**config.mk**
```make
export PLATFORM = sky130hd
export DESIGN_NAME = audio_arbiter
export DESIGN_NICKNAME = d
export VERILOG_FILES = /design/src/rtl/audio_arbiter.sv
export SDC_FILE = /design/constraint.sdc
export NUM_CORES = 1
export LEC_CHECK = 0
export CAP_MARGIN = 20
export CELL_PAD_IN_SITES_DETAIL_PLACEMENT = 1
export CELL_PAD_IN_SITES_GLOBAL_PLACEMENT = 2
export CORE_ASPECT_RATIO = 2
export CORE_UTILIZATION = 34
export CTS_BUF_LIST = sky130_fd_sc_hd__clkbuf_4 sky130_fd_sc_hd__clkbuf_8
export CTS_CLUSTER_DIAMETER = 40
export CTS_CLUSTER_SIZE = 20
export DETAILED_ROUTE_END_ITERATION = 12
export PLACE_DENSITY_LB_ADDON = 0.25
export RECOVER_POWER = 50
export SKIP_CTS_REPAIR_TIMING = 1
export SLEW_MARGIN = 20
export SYNTH_ARGS = -nofsm -noshare
export SYNTH_HDL_FRONTEND = slang
export SYNTH_SLANG_ARGS = --single-unit
```
**constraint.sdc**
```tcl
create_clock -name clk -period 5.79 [get_ports clk]
set_input_delay 0.579 -clock clk [delete_from_list [all_inputs] [get_ports clk]]
set_output_delay 0.579 -clock clk [all_outputs]
set_load 0.1 [all_outputs]
```
**src/rtl/audio_arbiter.sv**
```systemverilog
// audio_arbiter: shares one tone driver and note-duration counter among N_REQ jingle
// sequencers. Index 0 has the highest priority. Each note is timed internally, and a
// one-cycle done pulse is returned to the owner only.
// Optional feature macro: AUDIO_ARB_PREEMPT_EN lets a higher-priority requester take the
// grant on the owner's note boundary.
module audio_arbiter #(
  parameter int unsigned N_REQ       = 4,
  parameter int unsigned NOTE_CYCLES = 12500000,
  parameter int unsigned CNT_W       = 24,
  parameter int unsigned RELEASE_GAP = 4
) (
  input  logic               clk,
  input  logic               resetn,
  input  logic [N_REQ-1:0]   req_en_i,
  input  logic [7*N_REQ-1:0] req_note_i,
  output logic [N_REQ-1:0]   counter_done_o,
  output logic [N_REQ-1:0]   grant_o,
  output logic [6:0]         note_o,
  output logic               note_valid_o,
  output logic               busy_o
);

  localparam int unsigned GAP_W = $clog2(RELEASE_GAP + 1);

  typedef enum logic [1:0] {StIdle, StPlay, StGap} state_e;

  state_e             state_q, state_d;
  logic [N_REQ-1:0]   grant_q, grant_d;
  logic [CNT_W-1:0]   cnt_q, cnt_d;
  logic [GAP_W-1:0]   gap_q, gap_d;
  logic [6:0]         note_q, note_d;
  logic               valid_q, valid_d;
  logic               owner_en;
  logic               note_end;
  logic [N_REQ-1:0]   req_low;
  logic [6:0]         owner_note;
`ifdef AUDIO_ARB_PREEMPT_EN
  logic [N_REQ-1:0]   req_above;
  logic [N_REQ-1:0]   above_low;
  logic               preempt;
`endif

  // Owner enable, lowest pending request and end-of-note decode from registered state
  always_comb begin
    owner_en = |(req_en_i & grant_q);
    // x & -x isolates the lowest set bit, i.e. the highest-priority requester
    req_low  = req_en_i & (~req_en_i + N_REQ'(1));
    note_end = (state_q == StPlay) && (cnt_q == CNT_W'(NOTE_CYCLES - 1));
  end

  // Select the owner's note code through the one-hot grant
  always_comb begin
    owner_note = '0;
    for (int k = 0; k < N_REQ; k++) begin
      if (grant_q[k]) owner_note = owner_note | req_note_i[7*k +: 7];
    end
  end

`ifdef AUDIO_ARB_PREEMPT_EN
  // grant - 1 on a one-hot grant masks exactly the higher-priority (lower-index) bits
  always_comb begin
    req_above = req_en_i & (grant_q - N_REQ'(1));
    above_low = req_above & (~req_above + N_REQ'(1));
    preempt   = note_end && (|req_above);
  end
`endif

  // Next-state logic for grant, note counter and release-gap counter
  always_comb begin
    state_d = state_q;
    grant_d = grant_q;
    cnt_d   = cnt_q;
    gap_d   = gap_q;
    unique case (state_q)
      StIdle: begin
        cnt_d = '0;
        gap_d = '0;
        if (|req_en_i) begin
          grant_d = req_low;
          state_d = StPlay;
        end
      end
      StPlay: begin
        if (owner_en) begin
          cnt_d = note_end ? '0 : cnt_q + CNT_W'(1);
        end else begin
          state_d = StGap;
          gap_d   = GAP_W'(1);
          cnt_d   = '0;
        end
      end
      StGap: begin
        if (owner_en) begin
          state_d = StPlay;
          cnt_d   = '0;
        end else if (gap_q == GAP_W'(RELEASE_GAP - 1)) begin
          state_d = StIdle;
          grant_d = '0;
          gap_d   = '0;
        end else begin
          gap_d = gap_q + GAP_W'(1);
        end
      end
      default: state_d = StIdle;
    endcase
`ifdef AUDIO_ARB_PREEMPT_EN
    if (preempt) begin
      grant_d = above_low;
      state_d = StPlay;
      cnt_d   = '0;
      gap_d   = '0;
    end
`endif
  end

  // Tone-driver outputs lag the internal state by one cycle
  always_comb begin
    valid_d = (state_q == StPlay) && owner_en;
    note_d  = valid_d ? owner_note : 7'd0;
  end

  // State and output registers
  always_ff @(posedge clk or negedge resetn) begin
    if (!resetn) begin
      state_q <= StIdle;
      grant_q <= '0;
      cnt_q   <= '0;
      gap_q   <= '0;
      note_q  <= '0;
      valid_q <= 1'b0;
    end else begin
      state_q <= state_d;
      grant_q <= grant_d;
      cnt_q   <= cnt_d;
      gap_q   <= gap_d;
      note_q  <= note_d;
      valid_q <= valid_d;
    end
  end

  // Output mapping; the done pulse can only reach the current owner
  always_comb begin
    counter_done_o = note_end ? grant_q : '0;
    grant_o        = grant_q;
    busy_o         = |grant_q;
    note_o         = note_q;
    note_valid_o   = valid_q;
  end

endmodule

```
==> flow_summary_export.csv <==
group,metric,value,unit
place,detailed_place_hpwl,4.573,mm
cells_and_area,drive_above_1_share,0.07194,
detailed_routing,drt-pass1-iter-count,4,
logic_synthesis,synth_top_flop_cell,"dfrtp_1",
clock_tree,ctsRootBufferMaster,"clkbuf_8",
sta,grt_setup_unrepaired,"no",
floorplanning,die_h,116.7,um
outcome,failed_checks,"max-capacitance violations, max-slew violations",
global_route,largest_net_degree_at_the_start_of_global_routing,42,
sta,worst_clock_skew,9.488,ps
sta,final_max_slew_viol_count,42,
global_route,grt_first_pass_wirelength,10.37,mm
detailed_routing,drt_total_wl,6.217,mm
clock_tree,numCtsBuffers,5,
power_and_ir_drop,power.ir.vdd_worst,0.3273,mV
clock_tree,h-tree-depth,2,
clock_tree,clock_latency,300,ps
global_route,grt_overflow,0,
clock_tree,path_clk_slew,80,ps
cells_and_area,antenna_cells_inserted,0,
cells_and_area,final_net_count,317,
clock_tree,cts_max_path_buffers,2,
detailed_routing,top_layer_used,"met4",
worst_setup_path,critPathKind,"reg2out",
logic_synthesis,syn-instance-count,231,
worst_setup_path,crit_chain,"ha_1 -> and2_1 -> nand4_1 -> nor3_1 -> and3_1 -> clkdlybuf4s50_1",
floorplanning,std_cell_rows,41,
global_route,track_usage,0.2036,
logic_synthesis,synthesis.area_per_instance,9.685,um2
logic_synthesis,synth_enable_flop_cells,0,
hold_path,worst_hold_path_type,"reg2reg",
worst_setup_path,critPathRequiredTime,5210,ps
detailed_routing,drt-met1-wl,2.365,mm
detailed_routing,dr_wl_met2,3.413,mm
worst_setup_path,worst_setup_path_start_kind,"flip-flop",
outcome,status,"finished with violations",
worst_setup_path,critical_path_peak_fanout,7,
detailed_routing,wl_per_cell,17.08,um
cells_and_area,post-route-util,0.4577,
detailed_routing,met3RoutedLength,231,um
sta,layout_worst_path_cycle_share,0.6534,
logic_synthesis,synth-async-reset-ratio,1.000,
sta,relSlewSlack,-0.5258,
place,portBuffers,50,
detailed_routing,detail_route.iter0.violations,68,
place,routability_congestion_estimate_from_global_placement,0.8059,
worst_setup_path,timing.critical_path.arrival,3200,ps
power_and_ir_drop,powerDensity,419.4,mW/mm2
sta,post-route-min-period,3783,ps
run,drv_cap,1,
power_and_ir_drop,leakagePower,1.168,nW
sta,clock.fmax,0.2643,GHz
worst_setup_path,r2r-start,"cnt_q[0]",
floorplanning,boundaryPins,51,
worst_setup_path,critical-path-max-stage-delay,1130,ps
cells_and_area,num-fill-cells,738,
detailed_routing,vias_per_cell,5.519,
logic_synthesis,syn-num-nets,271,
detailed_routing,ant_nets,0,
sta,finalSetupViolCount,0,
detailed_routing,drc_errors,0,
worst_setup_path,critical_path.startpoint,"cnt_q[0]",
clock_tree,tritoncts,"built",
clock_tree,clock_sinks,41,
floorplanning,floorplan.die_area,0.006928,mm2
worst_setup_path,critical_path.slowest_cell,"clkdlybuf4s50_1",
logic_synthesis,ys_seq_area_frac,0.4586,
floorplanning,die_w,59.36,um
floorplanning,floorplan.initialDensity,0.3546,
global_route,first_global_vias,2195,
detailed_routing,dr_total_vias,2009,
logic_synthesis,syn_area,0.002237,mm2
cells_and_area,layout.cells.most_common,"clkdlybuf4s50_1",
logic_synthesis,ys_warn_count,0,
sta,max_slew.worst_pin.slew,2289,ps
sta,fin_tns_setup,0,ps
hold_path,hold_path_startpoint,"gap_q[2]",
cells_and_area,layout.cells.most_common_list,"clkdlybuf4s50_1 (48), dfrtp_1 (41), nor2_1 (22), a21oi_1 (17), a22oi_1 (16)",
logic_synthesis,synth.lib_cells_used.distinct,36,
floorplanning,core,0.006310,mm2
cells_and_area,flow.area_growth_from_synthesis,29.08,%
worst_setup_path,worstSetupEndpointType,"output port",
sta,finalHoldViolations,0,
logic_synthesis,postSynthRegisterBits,41,
global_route,antenna_found_initial,0,
## layout make-up
type	instances	area (um2)	area share
multi-input cells	170	1125	0.3895
clock buffers	7	96.34	0.03336
well taps	86	107.6	0.03726
inverters	9	33.78	0.01170
repair buffers	50	494.2	0.1711
flip-flops and latches	41	1026	0.3553
clock inverters	1	5.005	0.001733
## per-layer routing
layer	global-route usage	vias to the layer above
met5	0	-
met4	0.1159	0
met3	0.04319	14
met2	0.3663	59
met1	0.2096	991
li1	-	945
## state kept, by name, summed over array words and instances, names as in the netlist
signal,count
cnt_q,24
gap_q,3
grant_o,4
note_o,7
note_valid_o,1
state_q,2
## critical path: cells and delay by family, from the launching register on
kind | cells | cell delay, ps
fa+ha+maj | 1 | 210
buf+inv | 1 | 1130
flops | 1 | 440
simple gates | 4 | 1110
## synthesized netlist by cell type, types with 7 or more instances
cell	instances	area, um2
a21oi_1	17	85.08
a22oi_1	16	120.1
and3_1	11	68.82
clkbuf_1	7	26.28
dfrtp_1	41	1026
inv_1	9	33.78
mux2_2	7	78.83
nand2_1	9	33.78
nand3_1	11	55.05
nand4_1	7	43.79
nor2_1	22	82.58
or4_1	7	52.55
xnor2_1	8	70.07
## where the power goes
part	switching, W	internal (W)	total [W]
clock network	0.000105	0.000108	0.000213
logic	0.000441	0.000177	0.000618
registers	0.0000572	0.000323	0.000380
total	0.000603	0.000608	0.00121
## cells by family after synthesis
| group | share of synthesized area |
|---|---|
| XOR/XNOR | 0.05481 |
| flip-flops | 0.4586 |
| buffers and inverters | 0.03859 |
| AND/OR/NAND/NOR | 0.2288 |
| AO/OA/AOI/OAI | 0.1460 |
| multiplexers | 0.03971 |
| adder cells (fa/ha/maj) | 0.03356 |
## worst paths after layout
check / end / cells past startpoint / slack [ps]
max: counter_done_o[2] / 6 / 2010
min: gap_q[2] / 1 / 490
max reg2reg: cnt_q[3] / 6 / 3180
min reg2reg: gap_q[2] / 1 / 490
max in group asynchronous: note_o[2] / 1 / 3530
min in group asynchronous: cnt_q[10] / 1 / 960
## through the flow
| step | total power [W] | std cells | instance area (um2) | hold slack, ps | setup slack (ps) |
|---|---|---|---|---|---|
| 2_1_floorplan | 0.0008440 | 231 | 2237 | 283.4 | 3137 |
| 3_3_place_gp | 0.001009 | 356 | 2788 | 466.3 | 2400 |
| 3_5_place_dp | 0.001010 | 356 | 2788 | 469.9 | 2337 |
| 4_1_cts | 0.001230 | 364 | 2889 | 459.4 | 1976 |
| 5_1_grt | 0.001285 | 364 | 2888 | 527.4 | 1754 |
| 6_report | 0.001211 | 364 | 2888 | 490.0 | 2007 |
(Power assumes the default switching activity.)
